$ cat src/rtl/fifo_wr_arbiter_if.sv
// Requester-stream and fifo-write-port bundle for the round-robin write arbiter.
// The arbiter connects as master; the requester/fifo environment connects as slave.
interface fifo_wr_arbiter_if #(
  parameter int unsigned N_REQ      = 4,
  parameter int unsigned DATA_WIDTH = 4
);
  logic [N_REQ-1:0]            req_valid_i;
  logic [N_REQ*DATA_WIDTH-1:0] req_data_i;
  logic [N_REQ-1:0]            req_ready_o;
  logic [DATA_WIDTH-1:0]       fifo_data_o;
  logic                        fifo_push_o;
  logic                        fifo_full_i;
  logic [N_REQ-1:0]            grant_o;
  logic                        busy_o;

  modport master (
    input  req_valid_i, req_data_i, fifo_full_i,
    output req_ready_o, fifo_data_o, fifo_push_o, grant_o, busy_o
  );

  modport slave (
    output req_valid_i, req_data_i, fifo_full_i,
    input  req_ready_o, fifo_data_o, fifo_push_o, grant_o, busy_o
  );
endinterface

$ cat src/rtl/fifo_wr_arbiter.sv
// Round-robin arbiter sharing one fifo write port among N_REQ valid/ready requesters,
// granting one requester at a time for a burst of at most MAX_BURST pushes.
module fifo_wr_arbiter #(
  parameter int unsigned N_REQ      = 4,
  parameter int unsigned DATA_WIDTH = 4,
  parameter int unsigned MAX_BURST  = 4
) (
  input  logic                 clk_i,
  input  logic                 rst_i,
  fifo_wr_arbiter_if.master    bus
);
  localparam int unsigned IDX_W = (N_REQ > 1) ? $clog2(N_REQ) : 1;
  localparam int unsigned CNT_W = $clog2(MAX_BURST) + 1;

  typedef enum logic {IDLE, BURST} state_e;

  state_e             state_q, state_d;
  logic [N_REQ-1:0]   grant_q, grant_d;
  logic [IDX_W-1:0]   last_q, last_d;
  logic [CNT_W-1:0]   beat_cnt_q, beat_cnt_d;

  logic [N_REQ-1:0]      ready_c;
  logic                  push_c;
  logic [DATA_WIDTH-1:0] data_c;
  logic                  found_c;
  logic [IDX_W-1:0]      sel_c;

  // last_q doubles as the granted index while in BURST
  always_ff @(posedge clk_i or posedge rst_i) begin
    if (rst_i) begin
      state_q    <= IDLE;
      grant_q    <= '0;
      last_q     <= IDX_W'(N_REQ - 1);
      beat_cnt_q <= '0;
    end else begin
      state_q    <= state_d;
      grant_q    <= grant_d;
      last_q     <= last_d;
      beat_cnt_q <= beat_cnt_d;
    end
  end

  // Rotating priority search starting just after the last granted index
  always_comb begin
    found_c = 1'b0;
    sel_c   = '0;
    for (int unsigned i = 1; i <= N_REQ; i++) begin
      if (!found_c && bus.req_valid_i[(int'(last_q) + i) % N_REQ]) begin
        found_c = 1'b1;
        sel_c   = IDX_W'((int'(last_q) + i) % N_REQ);
      end
    end
  end

  always_comb begin
    state_d    = state_q;
    grant_d    = grant_q;
    last_d     = last_q;
    beat_cnt_d = beat_cnt_q;
    unique case (state_q)
      IDLE: begin
        if (found_c) begin
          state_d    = BURST;
          grant_d    = N_REQ'(1) << sel_c;
          last_d     = sel_c;
          beat_cnt_d = '0;
        end
      end
      BURST: begin
        if (!bus.req_valid_i[last_q] ||
            (push_c && beat_cnt_q == CNT_W'(MAX_BURST - 1))) begin
          state_d    = IDLE;
          grant_d    = '0;
          beat_cnt_d = '0;
        end else if (push_c) begin
          beat_cnt_d = beat_cnt_q + CNT_W'(1);
        end
      end
      default: state_d = IDLE;
    endcase
  end

  // Same-cycle handshake; rst_i gates push/ready so no beat lands during reset
  always_comb begin
    ready_c = '0;
    push_c  = 1'b0;
    data_c  = '0;
    if (state_q == BURST && !rst_i) begin
      ready_c[last_q] = ~bus.fifo_full_i;
      push_c          = bus.req_valid_i[last_q] & ~bus.fifo_full_i;
      data_c          = bus.req_data_i[int'(last_q) * DATA_WIDTH +: DATA_WIDTH];
    end
  end

  assign bus.req_ready_o = ready_c;
  assign bus.fifo_push_o = push_c;
  assign bus.fifo_data_o = data_c;
  assign bus.grant_o     = grant_q;
  assign bus.busy_o      = (state_q == BURST);
endmodule

$ cat src/flat_wrapper.sv
// flat-port wrapper written by rule: the top's interface ports become plain ports
module fifo_wr_arbiter_flat 
#(
  parameter int unsigned N_REQ      = 4,
  parameter int unsigned DATA_WIDTH = 4,
  parameter int unsigned MAX_BURST  = 4
)
  (clk_i, rst_i, bus_req_valid_i, bus_req_data_i, bus_fifo_full_i, bus_req_ready_o, bus_fifo_data_o, bus_fifo_push_o, bus_grant_o, bus_busy_o);
  fifo_wr_arbiter_if #(.N_REQ(N_REQ), .DATA_WIDTH(DATA_WIDTH)) bus_i ();
  input  logic clk_i;
  input  logic rst_i;
  input wire logic [$bits(bus_i.req_valid_i)-1:0] bus_req_valid_i;
  input wire logic [$bits(bus_i.req_data_i)-1:0] bus_req_data_i;
  input wire logic [$bits(bus_i.fifo_full_i)-1:0] bus_fifo_full_i;
  output wire logic [$bits(bus_i.req_ready_o)-1:0] bus_req_ready_o;
  output wire logic [$bits(bus_i.fifo_data_o)-1:0] bus_fifo_data_o;
  output wire logic [$bits(bus_i.fifo_push_o)-1:0] bus_fifo_push_o;
  output wire logic [$bits(bus_i.grant_o)-1:0] bus_grant_o;
  output wire logic [$bits(bus_i.busy_o)-1:0] bus_busy_o;
  assign bus_i.req_valid_i = bus_req_valid_i;
  assign bus_i.req_data_i = bus_req_data_i;
  assign bus_i.fifo_full_i = bus_fifo_full_i;
  assign bus_req_ready_o = bus_i.req_ready_o;
  assign bus_fifo_data_o = bus_i.fifo_data_o;
  assign bus_fifo_push_o = bus_i.fifo_push_o;
  assign bus_grant_o = bus_i.grant_o;
  assign bus_busy_o = bus_i.busy_o;
  fifo_wr_arbiter #(.N_REQ(N_REQ), .DATA_WIDTH(DATA_WIDTH), .MAX_BURST(MAX_BURST)) u_core (.clk_i(clk_i), .rst_i(rst_i), .bus(bus_i));
endmodule
$ cat config.mk
export PLATFORM = sky130hd
export DESIGN_NAME = fifo_wr_arbiter_flat
export DESIGN_NICKNAME = d
export VERILOG_FILES = /design/src/rtl/fifo_wr_arbiter_if.sv /design/src/rtl/fifo_wr_arbiter.sv /design/src/flat_wrapper.sv
export SDC_FILE = /design/constraint.sdc
export NUM_CORES = 1
export LEC_CHECK = 0
export CAP_MARGIN = 20
export CORE_UTILIZATION = 43
export CTS_CLUSTER_DIAMETER = 100
export DETAILED_ROUTE_END_ITERATION = 8
export HOLD_SLACK_MARGIN = 0.06
export PLACE_DENSITY = 0.82
export SLEW_MARGIN = 20
export SYNTH_ARGS = -nofsm -noshare
export SYNTH_HDL_FRONTEND = slang
export SYNTH_SLANG_ARGS = --single-unit
$ cat constraint.sdc
create_clock -name clk_i -period 4.3 [get_ports clk_i]
set_clock_uncertainty 0.15 [all_clocks]
set_input_delay 0.86 -clock clk_i [delete_from_list [all_inputs] [get_ports clk_i]]
set_output_delay 0.86 -clock clk_i [all_outputs]
set_load 0.02 [all_outputs]
* After elaboration in Yosys (flattened, before gate mapping)
Cells that the tools add are included.
** Cells by class
- Bitwise operators :: 4
- Reduce and logical (&&, ||, !) cells :: 15
- Equal/unequal tests :: 4
- Muxes and demuxes :: 33
- $lt $le $gt $ge :: 6
- Multipliers :: 0
- $add $sub $neg :: 5
- Shift operators :: 2
- Divide/modulo/power cells :: 0
** Operators by type and width (number)
- 2-to-1 mux 4 bit :: 4
- variable part select 16 x 5 -> 4 bit :: 1
- less-than comparator 2 x 3 -> 1 bit, second input constant :: 5
- 2-to-1 mux 1 bit :: 13
- binary-select mux 1 bit (select 2 bit) :: 5
- 2-to-1 mux 3 bit :: 3
- 2-to-1 mux 2 bit :: 4
- case mux 4 bit (2 select lines) :: 1
- logical AND 1 bit :: 6
- case mux 3 bit (2 select lines) :: 1
- AND reduction 2 bit :: 3
- logical NOT 1 bit :: 5
- adder 2 x 1 -> 2 bit, second input constant :: 2
- adder 2 bit, second input constant :: 2
- bitwise AND 4 bit :: 1
- left shift 1 x 2 -> 4 bit, first input constant :: 1
- adder 3 x 1 -> 3 bit, second input constant :: 1
- equality test 3 x 2 -> 1 bit, second input constant :: 1
- != test 3 bit, second input constant :: 1
- demux 1 bit (select 2 bit) :: 1
- greater-or-equal comparator 2 x 1 -> 1 bit, second input constant :: 1
- != test 2 x 1 -> 1 bit, second input constant :: 1
- != test 2 bit, second input constant :: 1
- NOT 1 bit :: 2
- 3 further kinds :: 3
** Word-level totals
- Memories :: 0
- Bits in latches :: 0
- Flip-flop bits (word level) :: 10
- Input bits :: 23
- Memory bits (writable) :: 0
- ROM bits :: 0

* Longest topological paths before layout
- Depth in word-level cells :: 16
- Gate-level depth with buffers :: 10
- Gate-level depth less buffers :: 7

* Least setup slack after synthesis
Ideal clock, no wire load.
- Path kind :: reg2reg
- Start :: register u_core.last_q[0]
- End :: register u_core.beat_cnt_q[0]
- Setup slack :: 0.690 ns
- Buffers on the path :: 3
- Arrival time :: 3.333 ns
- Required time :: 4.022 ns
- Library setup time :: 0.128 ns
- Stages on the path, launching flop included :: 11
- Path through :: dfstp_2 buf_4 clkbuf_1 inv_1 ha_1 buf_6 mux4_2 or2_4 or3_4 o22ai_4 mux2_1
** Between the ends
- Longest elaborated chain between the ends :: 15
- Elaborated cells on any way between the ends :: 34
** Ends and longest elaborated chain
- start: declaration :: RTL line fifo_wr_arbiter.sv:19 : logic [IDX_W-1:0] last_q, last_d;
- start signal: assignment :: RTL line fifo_wr_arbiter.sv:33 : last_q <= IDX_W'(N_REQ - 1);
- start signal: assignment :: RTL line fifo_wr_arbiter.sv:38 : last_q <= last_d;
- adder 2 x 1 -> 2 bit :: RTL line fifo_wr_arbiter.sv:48 : if (!found_c && bus.req_valid_i[(int'(last_q) + i) % N_REQ]) begin
- binary-select mux 1 bit (select 2 bit) :: RTL line fifo_wr_arbiter.sv:48
- 2-to-1 mux 1 bit (implied by the code) :: RTL line fifo_wr_arbiter.sv:48
- 2-to-1 mux 1 bit :: RTL line fifo_wr_arbiter.sv:48
- logical NOT 1 bit :: RTL line fifo_wr_arbiter.sv:48
- logical AND 1 bit :: RTL line fifo_wr_arbiter.sv:48
- 2-to-1 mux 1 bit :: RTL line fifo_wr_arbiter.sv:48
- logical NOT 1 bit :: RTL line fifo_wr_arbiter.sv:48
- logical AND 1 bit :: RTL line fifo_wr_arbiter.sv:48
- 2-to-1 mux 1 bit :: RTL line fifo_wr_arbiter.sv:48
- logical NOT 1 bit :: RTL line fifo_wr_arbiter.sv:48
- logical AND 1 bit :: RTL line fifo_wr_arbiter.sv:48
- 2-to-1 mux 1 bit :: RTL line fifo_wr_arbiter.sv:48
- != test 2 x 1 -> 1 bit (no line)
- AND reduction 2 bit (no line)
- end signal: assignment :: RTL line fifo_wr_arbiter.sv:39 : beat_cnt_q <= beat_cnt_d;
- end: declaration :: RTL line fifo_wr_arbiter.sv:20 : logic [CNT_W-1:0] beat_cnt_q, beat_cnt_d;
Several ways; a longest one is shown, not always the timed one. The select of a mux whose other input is x is not followed.
A chain may end at the register's enable or synchronous reset.

* Worst setup path in the final report
- Start :: input bus_req_valid_i[3]
- End :: output bus_fifo_push_o
** Between the ends
- Longest elaborated chain between the ends :: 4
** Ends and longest elaborated chain
- start: declaration :: RTL line flat_wrapper.sv:12 : input wire logic [$bits(bus_i.req_valid_i)-1:0] bus_req_valid_i;
- binary-select mux 1 bit (select 2 bit) :: RTL line fifo_wr_arbiter.sv:90 : push_c = bus.req_valid_i[last_q] & ~bus.fifo_full_i;
- 2-to-1 mux 1 bit (implied by the code) :: RTL line fifo_wr_arbiter.sv:90
- bitwise AND 1 bit :: RTL line fifo_wr_arbiter.sv:90
- 2-to-1 mux 1 bit :: RTL line fifo_wr_arbiter.sv:88 : if (state_q == BURST && !rst_i) begin
- end: declaration :: RTL line flat_wrapper.sv:17 : output wire logic [$bits(bus_i.fifo_push_o)-1:0] bus_fifo_push_o;
No other way between the ends. The select of a mux whose other input is x is not followed.

==> impl_metrics.py <==
metrics = {
    "run_status": {
        "status": "complete, no violations",
    },
    "yosys": {
        "synth_xor_area_frac": 0.00923,
        "synth_top_family_by_area": "multiplexers",
        "synth_area_per_cell_um2": 10.8,
        "synth_area_um2": 948,
        "synth_nets": 117,
        "seq_area_frac_synth": 0.266,
        "synth_fa_ha_area_frac": 0.0792,
        "ys_seq_elements": 10,
        "synth_cell_types": 34,
        "yosys.area_share.simple": 0.149,
        "muxShareOfSynthArea": 0.259,
        "synthCells": 88,
        "synth_compound_area_frac": 0.182,
        "ys_warn_count": 0,
    },
    "finish": {
        "most-common-layout-cells": "clkdlybuf4s50_1, mux4_2, dfrtp_1",
        "antenna-diode-count": 0,
        "multi_input_area_um2": 643,
        "final_common_cell": "clkdlybuf4s50_1",
        "seqCellArea_um2": 253,
        "nFillCells": 162,
        "fin_area_um2": 1370,
        "area_growth_pct": 44.6,
        "drive_gt1_frac": 0.175,
        "final_nets": 156,
    },
    "sta": {
        "hold_viol_final": 0,
        "drv_slew": 0,
        "rsz0062_at_grt": "false",
        "fmax_mhz": 272,
        "min_period_ps": 3680,
        "finalCritPeriodShare": 0.855,
        "worst_slew_margin_rel": 0.668,
        "setup_viol": 0,
        "hold-worst-slack_ps": 349,
        "tightest_slew_ps": 498,
        "fin_tns_setup_ps": 0,
    },
    "clock_network": {
        "cts_hold_buf": 0,
        "root_buffer": "clkbuf_4",
        "htree_levels": 1,
        "cts_sinks": 10,
        "cts_buffers": 3,
        "tritoncts": "done",
        "clk_latency_ps": 280,
        "cts_resized": 0,
        "clockBufferDepth": 2,
        "clk_pin_slew_ps": 70,
        "cts_setup_buffers": 0,
    },
    "die": {
        "core_area_um2": 2020,
        "die-area_um2": 2400,
        "die_y_um": 49.0,
        "ios": 37,
        "start_util": 0.469,
        "row_count": 16,
        "die_width_um": 49.0,
    },
    "run": {
        "maxCapViolations": 0,
    },
    "global_route": {
        "gr-usage-all-layers": 0.211,
        "grt_pass1_vias": 878,
        "grt_max_degree": 17,
        "antenna_found_initial": 0,
        "overflow": 0,
        "grt_pass1_wl_mm": 3.91,
    },
    "worst_setup_path": {
        "reg2reg_depth": 7,
        "crit_cells": 4,
        "worstSetupPathType": "input pin to output pin",
        "critPathRequiredTime_ps": 3290,
        "path_cells": "clkdlybuf4s50_1 > mux4_2 > and2_1 > clkdlybuf4s50_1",
        "crit_slowest_cell": "mux4_2",
        "worst-path-buf-inv": 2,
        "startpoint_type": "input pin",
        "crit_family": "buffers and inverters",
        "cpMostUsedCell": "clkdlybuf4s50_1",
        "end_kind": "output pin",
        "max_stage_delay_ps": 580,
        "path_max_fanout": 8,
        "critical_path_arrival_ps": 2670,
    },
    "place": {
        "post-dp-hpwl_mm": 1.71,
        "gp_congestion": 0.798,
        "port_buffers": 36,
        "place_area_um2": 1340,
    },
    "min_path": {
        "hold_path_depth": 1,
        "min_path_type": "register to register",
    },
    "drt": {
        "drc": 0,
        "routed_wl_mm": 2.19,
        "first_pass_iters": 4,
        "wire_per_inst_um": 14.3,
        "viasPerCell": 5.67,
        "final_antenna_net_count": 0,
        "num_vias": 868,
        "drt_iter0_drc": 13,
    },
    "pwr": {
        "ir_drop_mv": 0.353,
        "p_total_mw": 0.889,
        "power_density_nw_per_um2": 648,
        "p_leak_nw": 0.575,
    },
}
-- report_power, final --
group	switching, mW	internal, mW	total [mW]
clock network	0.0371	0.0516	0.0886
registers	0.0505	0.135	0.186
logic	0.300	0.314	0.614
-- cell usage after synthesis --
cell      count  share of area
dfstp_2       2          0.055
buf_6         1          0.012
o21ai_0       2          0.011
nor2_1        2         0.0079
mux2_2        1          0.012
ha_1          6          0.079
nor3_1        2          0.011
nor2b_1       2          0.013
nand3_1       1         0.0053
nand2_1       4          0.016
a22o_1        4          0.037
a221o_1       2          0.021
clkbuf_1      3          0.012
nor3b_1       2          0.016
o221ai_1      1         0.0092
and2_1        5          0.033
dfrtp_1       8           0.21
mux2i_1       2          0.021
inv_1         6          0.024
a21boi_0      1         0.0079
xnor2_1       1         0.0092
or3_4         1          0.012
o211ai_1      1         0.0079
a31oi_1       1         0.0066
and3_1        4          0.026
o32a_1        1          0.011
o32ai_1       1         0.0092
o22ai_4       1          0.021
mux2_1        3          0.036
or2_4         1         0.0092
o21ai_2       1         0.0092
a21oi_1       6          0.032
buf_4         1         0.0079
mux4_2        8           0.19
-- sequential cells by signal, summed over array words and instances (netlist names) --
| signal | cells |
|---|---|
| u_core.bus.busy_o | 1 |
| u_core.beat_cnt_q | 3 |
| u_core.bus.grant_o | 4 |
| u_core.last_q | 2 |
-- path summary, 6_finish.rpt --
path	start	end	slack [ps]
min in group asynchronous	rst_i	u_core.beat_cnt_q[0]$_DFFE_PP0P_	780
max in group asynchronous	rst_i	u_core.last_q[0]$_DFFE_PP1P_	2990
worst max register to register	u_core.last_q[1]$_DFFE_PP1P_	u_core.beat_cnt_q[2]$_DFFE_PP0P_	930
worst min register to register	u_core.bus.grant_o[0]$_DFFE_PP0P_	u_core.bus.grant_o[0]$_DFFE_PP0P_	350
worst min-delay path	u_core.bus.grant_o[0]$_DFFE_PP0P_	u_core.bus.grant_o[0]$_DFFE_PP0P_	350
worst max-delay path	bus_req_valid_i[3]	bus_fifo_push_o	620
-- layer usage --
metal  up-vias  global-route usage  routed length (um)
met1       422               0.257                 906
met2        24               0.363                1150
met3         9              0.0280                  68
li1        413                   -                   -
met4         0               0.103                  61
met5         -                   0                   0
-- through the flow --
step	cells	worst slack [ps]	utilization
final	153	624	0.678
after global routing	153	567	0.678
after CTS	153	631	0.678
after detailed placement	149	632	0.660
after global placement	149	679	0.660
after floorplan	88	690	-
-- cell families after synthesis --
kind of cell	Yosys count
AOI/OAI and AO/OA	22
xor gates and xnor gates	1
adders and majority gates	6
buffers and inverters	11
DFF	10
muxes	14
and+or+nand+nor	24
-- area by class of cell --
type | count | area share
Inverter | 6 | 0.0164
Tap cell | 27 | 0.0246
Clock buffer | 4 | 0.0265
Sequential cell | 10 | 0.184
Timing Repair Buffer | 39 | 0.279
Multi-Input combinational cell | 67 | 0.469
Power figures use the tool's default switching activity.
